### src/rtl/ps2_host_tx_if.sv
// Host-side bundle for the PS/2 host transmitter: byte request handshake, status pulses,
// and the raw/open-drain PS/2 line signals. The DUT uses the slave modport.
interface ps2_host_tx_if;
    logic [7:0] tx_data;
    logic       tx_valid;
    logic       tx_ready;
    logic       ps2_clk_in;
    logic       ps2_data_in;
    logic       ps2_clk_oe;
    logic       ps2_data_oe;
    logic       done;
    logic       err;
    logic       busy;

    modport master (
        output tx_data, tx_valid, ps2_clk_in, ps2_data_in,
        input  tx_ready, ps2_clk_oe, ps2_data_oe, done, err, busy
    );

    modport slave (
        input  tx_data, tx_valid, ps2_clk_in, ps2_data_in,
        output tx_ready, ps2_clk_oe, ps2_data_oe, done, err, busy
    );
endinterface

### src/rtl/ps2_host_tx.sv
// PS/2 host-to-device command transmitter: inhibit, request-to-send, 8 data bits + odd parity + stop,
// device ACK check and watchdog. Define PS2_TX_RESEND_EN to retry once on the first NACK.
module ps2_host_tx #(
    parameter int INHIBIT_CYCLES = 10000,
    parameter int TIMEOUT_CYCLES = 2000000
) (
    input logic          CLK100MHz,
    input logic          reset_n,
    ps2_host_tx_if.slave bus
);

    localparam int INH_W = $clog2(INHIBIT_CYCLES) + 1;
    localparam int WD_W  = $clog2(TIMEOUT_CYCLES) + 1;

    typedef enum logic [2:0] {
        IDLE,
        INHIBIT,
        REQ,
        SHIFT,
        ACK,
        WAIT_IDLE
    } state_t;

    state_t             state_q, state_d;
    logic [7:0]         data_q, data_d;
    logic               parity_q, parity_d;
    logic [3:0]         bit_cnt_q, bit_cnt_d;
    logic [INH_W-1:0]   inh_cnt_q, inh_cnt_d;
    logic [WD_W-1:0]    wd_cnt_q, wd_cnt_d;
    logic [2:0]         clk_sync_q, clk_sync_d;
    logic [1:0]         data_sync_q, data_sync_d;
    logic               clk_oe_q, clk_oe_d;
    logic               data_oe_q, data_oe_d;
    logic               done_q, done_d;
    logic               err_q, err_d;
    logic               busy_q, busy_d;
    logic               ready_q, ready_d;
`ifdef PS2_TX_RESEND_EN
    logic               resend_q, resend_d;
`endif

    logic clk_fall;
    logic wd_expired;

    // Stage [1] is the synchronized line; stage [2] is its previous value for edge detection.
    assign clk_fall   = clk_sync_q[2] & ~clk_sync_q[1];
    assign wd_expired = (wd_cnt_q >= WD_W'(TIMEOUT_CYCLES - 1));

    always_comb begin
        // NOTE: every variable gets a default first so no path can infer a latch.
        state_d     = state_q;
        data_d      = data_q;
        parity_d    = parity_q;
        bit_cnt_d   = bit_cnt_q;
        inh_cnt_d   = inh_cnt_q;
        wd_cnt_d    = wd_cnt_q;
        clk_oe_d    = clk_oe_q;
        data_oe_d   = data_oe_q;
        done_d      = 1'b0;
        err_d       = 1'b0;
        clk_sync_d  = {clk_sync_q[1:0], bus.ps2_clk_in};
        data_sync_d = {data_sync_q[0], bus.ps2_data_in};
`ifdef PS2_TX_RESEND_EN
        resend_d    = resend_q;
`endif

        if (state_q inside {SHIFT, ACK, WAIT_IDLE}) begin
            wd_cnt_d = wd_cnt_q + 1'b1;
        end

        case (state_q)
            IDLE: begin
                clk_oe_d  = 1'b0;
                data_oe_d = 1'b0;
                if (bus.tx_valid && ready_q) begin
                    data_d    = bus.tx_data;
                    parity_d  = ~^bus.tx_data;
                    inh_cnt_d = '0;
                    clk_oe_d  = 1'b1;
                    state_d   = INHIBIT;
`ifdef PS2_TX_RESEND_EN
                    resend_d  = 1'b0;
`endif
                end
            end

            INHIBIT: begin
                if (inh_cnt_q == INH_W'(INHIBIT_CYCLES - 1)) begin
                    data_oe_d = 1'b1;
                    state_d   = REQ;
                end else begin
                    inh_cnt_d = inh_cnt_q + 1'b1;
                end
            end

            REQ: begin
                clk_oe_d  = 1'b0;
                bit_cnt_d = '0;
                wd_cnt_d  = '0;
                state_d   = SHIFT;
            end

            SHIFT: begin
                if (wd_expired) begin
                    clk_oe_d  = 1'b0;
                    data_oe_d = 1'b0;
                    err_d     = 1'b1;
                    state_d   = IDLE;
                end else if (clk_fall) begin
                    bit_cnt_d = bit_cnt_q + 1'b1;
                    if (bit_cnt_q < 4'd8) begin
                        data_oe_d = ~data_q[bit_cnt_q[2:0]];
                    end else if (bit_cnt_q == 4'd8) begin
                        data_oe_d = ~parity_q;
                    end else begin
                        data_oe_d = 1'b0;
                        state_d   = ACK;
                    end
                end
            end

            ACK: begin
                // The ACK sample wins over a watchdog expiry on the same cycle.
                if (clk_fall) begin
                    if (!data_sync_q[1]) begin
                        state_d = WAIT_IDLE;
                    end else begin
`ifdef PS2_TX_RESEND_EN
                        if (!resend_q) begin
                            resend_d  = 1'b1;
                            inh_cnt_d = '0;
                            clk_oe_d  = 1'b1;
                            state_d   = INHIBIT;
                        end else begin
                            err_d   = 1'b1;
                            state_d = IDLE;
                        end
`else
                        err_d   = 1'b1;
                        state_d = IDLE;
`endif
                    end
                end else if (wd_expired) begin
                    clk_oe_d  = 1'b0;
                    data_oe_d = 1'b0;
                    err_d     = 1'b1;
                    state_d   = IDLE;
                end
            end

            WAIT_IDLE: begin
                if (wd_expired) begin
                    clk_oe_d  = 1'b0;
                    data_oe_d = 1'b0;
                    err_d     = 1'b1;
                    state_d   = IDLE;
                end else if (clk_sync_q[1] && data_sync_q[1]) begin
                    done_d  = 1'b1;
                    state_d = IDLE;
                end
            end

            default: begin
                clk_oe_d  = 1'b0;
                data_oe_d = 1'b0;
                state_d   = IDLE;
            end
        endcase

        ready_d = (state_d == IDLE);
        busy_d  = (state_d != IDLE);
    end

    always_ff @(posedge CLK100MHz) begin
        if (!reset_n) begin
            state_q     <= IDLE;
            data_q      <= '0;
            parity_q    <= 1'b0;
            bit_cnt_q   <= '0;
            inh_cnt_q   <= '0;
            wd_cnt_q    <= '0;
            // NOTE: synchronizers reset to the idle (released, high) line level so no false edge follows reset.
            clk_sync_q  <= '1;
            data_sync_q <= '1;
            clk_oe_q    <= 1'b0;
            data_oe_q   <= 1'b0;
            done_q      <= 1'b0;
            err_q       <= 1'b0;
            busy_q      <= 1'b0;
            ready_q     <= 1'b1;
`ifdef PS2_TX_RESEND_EN
            resend_q    <= 1'b0;
`endif
        end else begin
            state_q     <= state_d;
            data_q      <= data_d;
            parity_q    <= parity_d;
            bit_cnt_q   <= bit_cnt_d;
            inh_cnt_q   <= inh_cnt_d;
            wd_cnt_q    <= wd_cnt_d;
            clk_sync_q  <= clk_sync_d;
            data_sync_q <= data_sync_d;
            clk_oe_q    <= clk_oe_d;
            data_oe_q   <= data_oe_d;
            done_q      <= done_d;
            err_q       <= err_d;
            busy_q      <= busy_d;
            ready_q     <= ready_d;
`ifdef PS2_TX_RESEND_EN
            resend_q    <= resend_d;
`endif
        end
    end

    assign bus.tx_ready    = ready_q;
    assign bus.ps2_clk_oe  = clk_oe_q;
    assign bus.ps2_data_oe = data_oe_q;
    assign bus.done        = done_q;
    assign bus.err         = err_q;
    assign bus.busy        = busy_q;

endmodule

### src/flat_wrapper.sv
// flat-port wrapper written by rule: the top's interface ports become plain ports
module ps2_host_tx_flat 
#(
    parameter int INHIBIT_CYCLES = 10000,
    parameter int TIMEOUT_CYCLES = 2000000
)
  (CLK100MHz, reset_n, bus_tx_data, bus_tx_valid, bus_ps2_clk_in, bus_ps2_data_in, bus_tx_ready, bus_ps2_clk_oe, bus_ps2_data_oe, bus_done, bus_err, bus_busy);
  ps2_host_tx_if bus_i ();
  input logic CLK100MHz;
  input logic reset_n;
  input wire logic [$bits(bus_i.tx_data)-1:0] bus_tx_data;
  input wire logic [$bits(bus_i.tx_valid)-1:0] bus_tx_valid;
  input wire logic [$bits(bus_i.ps2_clk_in)-1:0] bus_ps2_clk_in;
  input wire logic [$bits(bus_i.ps2_data_in)-1:0] bus_ps2_data_in;
  output wire logic [$bits(bus_i.tx_ready)-1:0] bus_tx_ready;
  output wire logic [$bits(bus_i.ps2_clk_oe)-1:0] bus_ps2_clk_oe;
  output wire logic [$bits(bus_i.ps2_data_oe)-1:0] bus_ps2_data_oe;
  output wire logic [$bits(bus_i.done)-1:0] bus_done;
  output wire logic [$bits(bus_i.err)-1:0] bus_err;
  output wire logic [$bits(bus_i.busy)-1:0] bus_busy;
  assign bus_i.tx_data = bus_tx_data;
  assign bus_i.tx_valid = bus_tx_valid;
  assign bus_i.ps2_clk_in = bus_ps2_clk_in;
  assign bus_i.ps2_data_in = bus_ps2_data_in;
  assign bus_tx_ready = bus_i.tx_ready;
  assign bus_ps2_clk_oe = bus_i.ps2_clk_oe;
  assign bus_ps2_data_oe = bus_i.ps2_data_oe;
  assign bus_done = bus_i.done;
  assign bus_err = bus_i.err;
  assign bus_busy = bus_i.busy;
  ps2_host_tx #(.INHIBIT_CYCLES(INHIBIT_CYCLES), .TIMEOUT_CYCLES(TIMEOUT_CYCLES)) u_core (.CLK100MHz(CLK100MHz), .reset_n(reset_n), .bus(bus_i));
endmodule
### config.mk
export PLATFORM = sky130hd
export DESIGN_NAME = ps2_host_tx_flat
export DESIGN_NICKNAME = d
export VERILOG_FILES = /design/src/rtl/ps2_host_tx_if.sv /design/src/rtl/ps2_host_tx.sv /design/src/flat_wrapper.sv
export SDC_FILE = /design/constraint.sdc
export NUM_CORES = 1
export LEC_CHECK = 0
export CAP_MARGIN = 5
export CORE_MARGIN = 2
export CORE_UTILIZATION = 50
export DETAILED_ROUTE_END_ITERATION = 12
export GPL_TIMING_DRIVEN = 0
export PLACE_DENSITY = 0.77
export SLEW_MARGIN = 40
export SYNTH_ARGS = -nofsm -noshare
export SYNTH_HDL_FRONTEND = slang
export SYNTH_SLANG_ARGS = --single-unit
### constraint.sdc
create_clock -name CLK100MHz -period 1.98 [get_ports CLK100MHz]
set_input_delay 0.297 -clock CLK100MHz [delete_from_list [all_inputs] [get_ports CLK100MHz]]
set_output_delay 0.297 -clock CLK100MHz [all_outputs]
set_load 0.005 [all_outputs]
==> results of run 1 <==
==> per-layer routing <==
metal | part of all wire (%) | GRT usage, % | vias up
li1 | - | - | 1425
met1 | 45 | 27.1 | 1410
met2 | 47 | 33.4 | 92
met3 | 5.5 | 5.60 | 21
met4 | 2.5 | 10.5 | 0
met5 | 0 | 0 | -
==> synthesized netlist by cell type, types with 6 or more instances <==
cell type,count,share of area [%]
nand2b_1,9,1.7
xor2_1,15,4.0
nand2_1,32,3.7
xnor2_1,13,3.5
nand4_1,10,1.9
clkbuf_1,7,0.81
mux2i_1,11,3.4
buf_6,6,2.1
dfxtp_1,64,39
o21ai_0,8,1.2
nor2_1,45,5.2
a21oi_1,20,3.1
nand3_1,19,2.9
a211oi_1,7,1.6
or3_1,6,1.2
inv_1,8,0.92
nor3_1,10,1.5
==> power breakdown <==
part           switching [mW]  total (mW)  internal (mW)
Clock                   0.509        1.12          0.613
Combinational           0.124       0.248          0.124
Sequential             0.0207        1.34           1.32
Total                   0.654        2.71           2.06
==> metrics by stage <==
step	utilization (%)	setup slack, ns	hold WS (ns)
6_report	62.3	-0.228	0.296
5_1_grt	62.3	-0.238	0.310
4_1_cts	60.2	-0.134	0.278
3_5_place_dp	55.9	-0.230	0.398
3_3_place_gp	55.8	-0.286	0.390
2_1_floorplan	-	-0.0524	0.386
==> how the worst max path moves through the flow <==
stage,to,cells past startpoint,start,slack [ns]
finish,u_core.inh_cnt_q[11],6,u_core.inh_cnt_q[6],-0.23
global route,u_core.bus.tx_ready,6,u_core.inh_cnt_q[6],-0.24
CTS,u_core.bus.tx_ready,6,u_core.inh_cnt_q[6],-0.13
detailed placement,u_core.inh_cnt_q[11],6,u_core.inh_cnt_q[4],-0.23
global placement,u_core.wd_cnt_q[9],6,u_core.state_q[0],-0.29
floorplan,u_core.inh_cnt_q[9],6,u_core.inh_cnt_q[5],-0.05
==> what timing repair did <==
item	CTS	global route
pin swaps	10	6
setup buffers	4	10
endpoints found under the setup margin	27	43
cloned	1	0
endpoints found under the hold margin	0	0
gates resized for setup	11	18
==> critical path: stages, from the launching register on <==
cell,delay (ns)
dfxtp_2,0.32
or4b_4,0.54
or4_4,0.54
buf_12,0.17
a22oi_4,0.25
o31ai_1,0.13
a21oi_1,0.18
==> sequential cells by signal, summed over array words and instances (netlist names) <==
name / count
u_core.bus.tx_ready: 1
u_core.data_sync_q: 2
u_core.bus.err: 1
u_core.inh_cnt_q: 15
u_core.bus.busy: 1
u_core.bit_cnt_q: 4
u_core.data_q: 8
u_core.wd_cnt_q: 22
u_core.parity_q: 1
u_core.bus.ps2_data_oe: 1
u_core.bus.done: 1
u_core.state_q: 3
u_core.clk_sync_q: 3
u_core.bus.ps2_clk_oe: 1
==> cell usage in the layout (no fill, tap or decap), types with 4 or more instances in the layout <==
master / Yosys / final
a211oi_1: 7 / 4
a21oi_1: 20 / 19
and3_1: 4 / 4
buf_4: 0 / 14
buf_6: 6 / 5
clkbuf_1: 7 / 5
clkbuf_8: 0 / 10
clkdlybuf4s50_1: 0 / 17
dfxtp_1: 64 / 56
dfxtp_2: 0 / 7
inv_1: 8 / 8
mux2i_1: 11 / 11
nand2_1: 32 / 31
nand2b_1: 9 / 9
nand3_1: 19 / 18
nand4_1: 10 / 10
nor2_1: 45 / 45
nor2b_1: 4 / 4
nor3_1: 10 / 8
o21ai_0: 8 / 7
o21ai_1: 4 / 5
o31ai_1: 4 / 4
or3_1: 6 / 4
or4_1: 4 / 4
xnor2_1: 13 / 12
xor2_1: 15 / 15
==> layout make-up <==
| type | count | area [sq um] | area share [%] |
|---|---|---|---|
| Multi-Input combinational cell | 285 | 1940 | 49.2 |
| Sequential cell | 64 | 1290 | 32.9 |
| Timing Repair Buffer | 31 | 288 | 7.31 |
| Clock buffer | 11 | 141 | 3.59 |
| Tap cell | 77 | 96.3 | 2.45 |
| Buffer | 13 | 93.8 | 2.38 |
| Clock inverter | 5 | 56.3 | 1.43 |
| Inverter | 8 | 30.0 | 0.763 |
==> kinds of logic after synthesis <==
kind of cell | share of synthesized area [%]
AND/OR/NAND/NOR | 27.7
AO/OA/AOI/OAI | 15.5
flip-flops | 39.4
XOR/XNOR | 7.54
buffers and inverters | 3.96
multiplexers | 4.77
adder cells (fa/ha/maj) | 1.15
==> out/results.tsv, run 1 <==
metric	value	unit
status	complete, but fails checks	
violations	negative setup slack	
worstHoldPathCells	3	
finalWirelength	7390	um
cts_buffer_depth	2	
arrival	2.47	ns
clockRootBuffer	clkbuf_8	
reg2reg_depth	6	
final_antenna_net_count	0	
grt_pass1_vias	2683	
power_density	688	nW/um^2
slew_viol_final	0	
r2r_setup_slack	-0.23	ns
slew_headroom	61.8	%
clk-insertion-delay-late	0.35	ns
path_max_fanout	7	
wire_per_inst	15.0	um
tns	-2.31	ns
worstHoldPathType	primary input to flip-flop	
cp.required	2.24	ns
peakVddDrop	0.000499	V
worst_slew_pin_slew	0.568	ns
worstReg2RegStart	u_core.inh_cnt_q[6]	
globalplace.congestion	0.869	
die_x	84.7	um
cts_sinks	64	
cts_htree_levels	3	
fin_area	3940	sq um
avgSynthCellArea	8.79	sq um
ys_ff_latch	64	
grt_setup_unrepaired	yes	
synthArstFlopShare	0	%
worstSetupStartpointType	flip-flop	
core_area	6310	sq um
hold_viol	0	
post-route-min-period	2.21	ns
fmax	453	MHz
yosysWarningCount	0	
areaGrowthSynthToFinish	21.0	%
grt_pass1_wl	12200	um
synth_fp_nets	386	
dieArea	7170	sq um
hold_end	u_core.bus.done	
drt-initial-drc-count	213	
fillerInstances	558	
setup_viol	19	
dp.cells	464	
globalRouteTotalUtil	21.3	%
syn_inst	370	
p_leak	1.38	nW
grt_max_degree	12	
endpoint_kind	flip-flop	
io_pins	19	
first_pass_iters	4	
antenna_cells	0	
initial_core_util	51.5	%
gr-total-overflow	0	
synth_edf_count	0	
cts_buffers	9	
die_h	84.7	um
via_per_inst	5.97	
nNetsFinal	428	
num_vias	2948	
drv_cap	0	
layoutNonFillerInstCount	494	
r2r_end	u_core.inh_cnt_q[11]	
placedInstanceArea	3530	sq um
cts_tree	done	
clkSlewWorstSetupHoldPaths	0.07	ns
synth_area	3250	sq um
fin_ws	-0.228	ns
ys_types	61	
grt_antenna_before_repair	0	
dp_hpwl	4850	um
hp-start	reset_n	
finalPower	2.71	mW
portBuffers	17	
finalCritPeriodShare	112	%
seq_area_frac_synth	39.4	%
critPathKind	flip-flop to flip-flop	
cts_hold_buf	0	
synth_flop_cell	dfxtp_1	
rows	29	
drc	0	
finalClockSkew	0.00806	ns
drive_gt1_share	18.9	%
No activity file was read; power rests on OpenSTA's default activity.
==> run 2, diff against run 1 <==
- ABC_AREA: unset -> 1
- PLACE_DENSITY: 0.77 -> 0.75
- clock period: 1.98 -> 2.1 ns (I/O delays scaled with it)
==> run 2 against run 1 <==
Against the previous run:
- non-clock buffer count shrank 19
- clock skew is essentially flat
- maximum frequency grew 15%
- die area grew 5.0%
- sequential power shrank 5%
- hold slack gained 0.11 ns
- cell count grew 24%
- via count grew 11%
- critical path depth grew 3
- combinational power shrank 15%
- the run now ends clean
- first-iteration DRC count shrank 13%
- register-to-register slack gained 0.41 ns
==> out/results.tsv, run 2 <==
metric	value	unit	change
status	finished, final reports clean		
dieArea	7520	sq um	+5.0%
cts_buffer_depth	2		unchanged
finalWirelength	7350	um	-0.54%
synth_fp_nets	520		+35%
dp_hpwl	5480	um	+13%
synthArstFlopShare	0	%	unchanged
finalClockSkew	0.00846	ns	+0.000401 ns
clkSlewWorstSetupHoldPaths	0.07	ns	about the same
r2r_end	u_core.inh_cnt_q[0]		
yosys-top-cells-area	dfxtp_1 (37%), nand2_1 (12%), nor2_1 (6.7%), inv_1 (6.6%), nand3_1 (6.3%)		
grt_setup_unrepaired	yes		
post_cts_buffers	0		-4
cts_sinks	64		unchanged
core_area	6720	sq um	+6.4%
path_max_fanout	10		+3
synth_xor_area_share	3.84	%	-3.7 points
via_per_inst	5.34		-11%
slew_viol_final	0		unchanged
arrival	2.14	ns	-0.33 ns
slew_headroom	62.5	%	+0.66 points
die_h	86.7	um	+2.5%
synth_mux_area_share	0	%	-4.8 points
critPathKind	flip-flop to flip-flop		
die_x	86.7	um	+2.5%
worstHoldPathCells	1		-2
areaGrowthSynthToFinish	12.6	%	
peakVddDrop	0.000362	V	-27%
rows	30		+3.4%
cp.required	2.33	ns	+0.09 ns
num_vias	3277		+11%
gr-max-usage-layer	met2		
drv_cap	0		unchanged
top_register	u_core.wd_cnt_q		
final_common_cell	nand2_1		
setup_viol	0		-19
seq_area_frac_synth	37.4	%	-2.0 points
synth_edf_count	0		unchanged
synth_area	3420	sq um	+5.2%
worstHoldPathType	flip-flop to flip-flop		
hold_viol	0		unchanged
globalplace.congestion	0.912		+5.0%
drt-initial-drc-count	186		-13%
post-route-min-period	1.92	ns	-0.293 ns
fin_ws	0.185	ns	+0.413 ns
syn_inst	504		+36%
grtUsageMet2	32.3	%	-1.1 points
synth_flop_cell	dfxtp_1		
worst_slew_pin_slew	0.563	ns	-0.00464 ns
tns	0	ns	+2.31 ns
globalRouteTotalUtil	20.3	%	-0.95 points
clockRootBuffer	clkbuf_8		
mostFrequentLayoutCells	nand2_1 (111), dfxtp_1 (64), inv_1 (60), nor2_1 (60), nand3_1 (43)		
hold_end	u_core.clk_sync_q[1]		
cts_buffers	9		unchanged
power_density	618	nW/um^2	-10%
drive_gt1_share	7.87	%	-11 points
grtUsageMet1	27.5	%	+0.41 points
ys_ff_latch	64		unchanged
synth_compound_area_share	11.7	%	-3.8 points
use_met3	3.43	%	-2.2 points
reg2reg_depth	9		+3
synth_top_family_by_area	simple AND/OR/NAND/NOR gates		
r2r_setup_slack	0.18	ns	+0.41 ns
synth_common_cells	nand2_1 (111), dfxtp_1 (64), nor2_1 (61)		
grt_pass1_vias	2914		+8.6%
first_pass_iters	5		+1
synth-simple-area-share	37.9	%	+10 points
io_pins	19		unchanged
grt_antenna_before_repair	0		unchanged
yosys.area_share.adder	1.10	%	-0.057 points
portBuffers	17		unchanged
worstSetupStartpointType	flip-flop		
synth_top_area_cell	dfxtp_1		
pre_cts_slack	0.0638	ns	+0.293 ns
top_regs	u_core.wd_cnt_q: 22 flops, u_core.inh_cnt_q: 15 flops, u_core.data_q: 8 flops		
fillerInstances	644		+15%
p_leak	1.55	nW	+12%
fmax	522	MHz	+15%
hp-start	u_core.clk_sync_q[0]		
antenna_cells	0		unchanged
final_antenna_net_count	0		unchanged
dp.cells	601		+30%
cts_htree_levels	3		unchanged
yosysMostFrequentCell	nand2_1		
clk-insertion-delay-late	0.34	ns	about the same
finalCritPeriodShare	91.2	%	-20 points
synth_top_area_share	37.4	%	-2.0 points
drc	0		unchanged
cts_tree	done		
yosysWarningCount	0		unchanged
wire_per_inst	12.0	um	-20%
layoutNonFillerInstCount	614		+24%
endpoint_kind	flip-flop		
gr-total-overflow	0		unchanged
nNetsFinal	548		+28%
worstReg2RegStart	u_core.inh_cnt_q[0]		
ys_types	39		-36%
initial_core_util	50.9	%	-0.58 points
largest_register_ff_count	22		unchanged
avgSynthCellArea	6.79	sq um	-23%
grt_pass1_wl	12300	um	+0.97%
grt_max_degree	11		-1
run 2: cell count changes in the layout (fill, tap and decap cells not counted), moves of 7 or more:
cell,before,now
nor3_1,8,18
dfxtp_1,56,64
inv_1,8,60
o21ai_0,7,25
nand2b_1,9,0
dfxtp_2,7,0
nand3_1,18,43
xor2_1,15,8
nor2_1,45,60
buf_4,14,0
nand2_1,31,111
mux2i_1,11,0
a21oi_1,19,42
run 2: worst max-delay path, stage by stage (launching register included):
cell and delay [ns]:
dfxtp_1 0.33, ha_1 0.26, nand3_1 0.15, nor2_2 0.07
nand2_1 0.13, nand2_1 0.10, nand2_2 0.20, clkinv_1 0.28
o21ai_0 0.23, a21oi_1 0.06
run 2: how the worst max path moves through the flow:
| stage | cells after the start | slack, ns | startpoint | endpoint |
|---|---|---|---|---|
| after floorplan | 10 | 0.48 | u_core.wd_cnt_q[0] | u_core.bus.busy |
| after global placement | 6 | 0.05 | bus_tx_valid | u_core.inh_cnt_q[0] |
| after detailed placement | 6 | 0.06 | bus_tx_valid | u_core.inh_cnt_q[0] |
| after CTS | 10 | 0.20 | u_core.inh_cnt_q[0] | u_core.inh_cnt_q[8] |
| after global routing | 9 | -0.05 | u_core.inh_cnt_q[0] | u_core.inh_cnt_q[0] |
| final | 9 | 0.18 | u_core.inh_cnt_q[0] | u_core.inh_cnt_q[0] |
run 2: power by group:
group	internal, mW	total [mW]	switching (mW)
Sequential	1.25	1.27	0.0182
Combinational	0.0867	0.211	0.124
Clock	0.472	0.907	0.435
run 2: area by class of cell:
cell class                      instances  area [sq um]  share of cell area, %
Buffer                                  8          35.0                  0.909
Clock buffer                           12           155                   4.02
Clock inverter                          1          5.00                  0.130
Inverter                               64           240                   6.23
Multi-Input combinational cell        368          1870                   48.5
Sequential cell                        64          1280                   33.2
Tap cell                               80           100                   2.60
Timing Repair Buffer                   17           170                   4.41
run 2: per-stage QoR:
| stage | power (mW) | instance area (sq um) | utilization [%] | hold slack [ns] |
|---|---|---|---|---|
| floorplan | 1.42 | 3420 | - | 0.393 |
| global placement | 1.50 | 3690 | 55.0 | 0.396 |
| detailed placement | 1.50 | 3690 | 55.0 | 0.399 |
| CTS | 2.40 | 3850 | 57.4 | 0.413 |
| global route | 2.49 | 3860 | 57.4 | 0.429 |
| finish | 2.38 | 3860 | 57.4 | 0.409 |
run 2: repair_timing:
item | CTS | global route
gates resized for setup | 0 | 1
hold buffers | 0 | 0
setup endpoints to repair | 0 | 5
run 2: routing by layer:
layer  wire length (um)  up-vias
met4                109        0
met2               3350       83
met5                  0        -
li1                   -     1692
met1               3600     1490
met3                296       12
run 2: cell families after synthesis:
group	count (synthesis)
AOI/OAI and AO/OA	75
xor gates and xnor gates	15
adders and majority gates	3
buffers and inverters	72
DFF	64
and+or+nand+nor	275
==> run 3, diff against run 2 <==
- PLACE_DENSITY: 0.75 -> 0.69
- clock period: 2.1 -> 2.35 ns (I/O delays scaled with it)
==> run 3 against run 2 <==
Against the previous run:
- via count is 1.6% lower
- power is 4.2% lower
- sequential share of layout area shrank 0.31 points
- global-route usage increased by 1.6 points
- non-clock buffer count stayed put
- highest routed layer unchanged
- combinational power decreased by 10%
- die area is the same
- largest power group unchanged
- design area increased by 0.94%
- hold slack improved by 0.0080 ns
- sequential power down 11%
- routed wire length rose by 1.5%
- cell count rose by 0.49%
==> out/results.tsv, run 3 (synthesis gave the netlist of run 2 again) <==
metric	value	unit	change
status	finished, final reports clean		
grt_setup_unrepaired	no		
clk-insertion-delay-late	0.34	ns	about the same
post_cts_buffers	0		unchanged
cts_tree	done		
die_x	86.7	um	unchanged
worstSetupStartpointType	flip-flop		
grt_pass1_vias	2985		+2.4%
clkSlewWorstSetupHoldPaths	0.07	ns	about the same
grtUsageMet2	33.4	%	+1.0 points
largest_register_ff_count	22		unchanged
rows	30		unchanged
crit_path_max_incr_delay	0.38	ns	+0.05 ns
initial_core_util	50.9	%	unchanged
p_leak	1.57	nW	+1.3%
finalCritPeriodShare	83.6	%	-7.6 points
cts_hold_buf	0		unchanged
post-route-min-period	1.96	ns	+0.0489 ns
die_h	86.7	um	unchanged
clock_power_share	42.1	%	+4.1 points
grt_antenna_before_repair	0		unchanged
top_register	u_core.wd_cnt_q		
fmax	509	MHz	-2.5%
clockRootBuffer	clkbuf_8		
peakVddDrop	0.000259	V	-29%
tns	0	ns	unchanged
globalplace.congestion	0.860		-5.6%
dp_hpwl	5480	um	about the same
cp.required	2.58	ns	+0.25 ns
antenna_cells	0		unchanged
power_density	587	nW/um^2	-5.1%
io_pins	19		unchanged
swShare	23.9	%	-0.36 points
fin_area	3890	sq um	+0.94%
cts_resized	0		unchanged
portBuffers	17		unchanged
grt_pass1_wl	13300	um	+8.0%
drc	0		unchanged
sequentialPowerShare	49.6	%	-3.5 points
cp_top_family	simple AND/OR/NAND/NOR gates		
drt-initial-drc-count	216		+16%
via_per_inst	5.23		-2.0%
globalRouteTotalUtil	21.9	%	+1.6 points
slew_headroom	67.3	%	+4.9 points
finalClockSkew	0.00938	ns	+0.000922 ns
combinationalPowerShare	8.3	%	-0.6 points
internal-power	1.74	mW	-3.8%
critical-path-slowest-cell	dfxtp_1		
arrival	2.19	ns	+0.05 ns
grt_max_degree	11		unchanged
final_antenna_net_count	0		unchanged
first_pass_iters	5		unchanged
top_regs	u_core.wd_cnt_q: 22 flops, u_core.inh_cnt_q: 15 flops, u_core.data_q: 8 flops		
worst_slew_pin_slew	0.490	ns	-0.0730 ns
placedInstanceArea	3690	sq um	unchanged
setup_viol	0		unchanged
core_area	6720	sq um	unchanged
grtUsageMet1	30.7	%	+3.2 points
p_sw	0.545	mW	-5.7%
hold_viol	0		unchanged
r2r_setup_slack	0.39	ns	+0.20 ns
dieArea	7520	sq um	unchanged
cts_buffer_depth	2		unchanged
gr-total-overflow	0		unchanged
worstHoldPathType	flip-flop to flip-flop		
drv_cap	0		unchanged
cts_htree_levels	3		unchanged
use_met3	4.86	%	+1.4 points
gr-max-usage-layer	met2		
final_common_cell	nand2_1		
fillerInstances	655		+1.7%
worst_path_most_repeated_cell	nor2_1		
num_vias	3226		-1.6%
wire_per_inst	12.1	um	+0.98%
mostFrequentLayoutCells	nand2_1 (111), dfxtp_1 (64), nor2_1 (61)		
drive_gt1_share	8.01	%	+0.14 points
crit_chain	ha_1 > nand3_1 > nor2_1 > nand2_1 > nand2_1 > nand2_2 > nand3_1 > nor2_1 > o21ai_0 > nor2_1		
endpoint_kind	flip-flop		
cts_sinks	64		unchanged
finalWirelength	7460	um	+1.5%
nNetsFinal	548		unchanged
path_max_fanout	10		unchanged
slew_viol_final	0		unchanged
areaGrowthSynthToFinish	13.7	%	
critical_path_buf_inv_count	0		-1
cts_buffers	9		unchanged
critPathKind	flip-flop to flip-flop		
## run 3: cell types whose count changed in the layout (fill, tap and decap cells not counted)
cell | before | now
nor2_2 | 3 | 2
bufinv_16 | 0 | 1
clkbuf_1 | 5 | 6
clkinv_2 | 1 | 2
nor2_1 | 60 | 61
## run 3: metal layers
metal,routed length (um),share of wire [%]
met5,0,0
met4,111,1.5
met3,287,3.8
met2,3210,43
met1,3850,52
## run 3: power groups by stage
stage	Sequential, mW	Combinational (mW)	Clock, mW
4_1_cts	1.13	0.191	0.978
3_3_place_gp	1.16	0.189	0
6_report	1.13	0.190	0.961
3_5_place_dp	1.16	0.189	0
5_1_grt	1.13	0.216	1.03
2_1_floorplan	1.15	0.119	0
## run 3: through the flow
| stage | total power [mW] | hold slack [ns] | std cells | utilization [%] | setup WS [ns] |
|---|---|---|---|---|---|
| detailed placement | 1.35 | 0.402 | 601 | 55.0 | 0.180 |
| finish | 2.28 | 0.417 | 617 | 57.9 | 0.386 |
| global route | 2.38 | 0.449 | 617 | 57.9 | 0.168 |
| CTS | 2.30 | 0.418 | 617 | 57.9 | 0.380 |
| global placement | 1.34 | 0.397 | 601 | 55.0 | 0.194 |
| floorplan | 1.27 | 0.393 | 504 | - | 0.728 |
## run 3: path summary, 6_finish.rpt
kind / from / endpoint / cells after the start
setup / recovery: u_core.inh_cnt_q[0] / u_core.inh_cnt_q[8] / 10
hold / removal: u_core.clk_sync_q[0] / u_core.clk_sync_q[1] / 1
setup reg to reg: u_core.inh_cnt_q[0] / u_core.inh_cnt_q[8] / 10
hold reg to reg: u_core.clk_sync_q[0] / u_core.clk_sync_q[1] / 1
## run 3: area by class of cell
type                            count  area, sq um  area share [%]
Timing Repair Buffer               17          170            4.37
Clock inverter                      3         40.0            1.03
Inverter                           64          240            6.17
Multi-Input combinational cell    368         1870            48.0
Sequential cell                    64         1280            32.9
Clock buffer                       13          159            4.08
Tap cell                           80          100            2.57
Buffer                              8         35.0           0.900
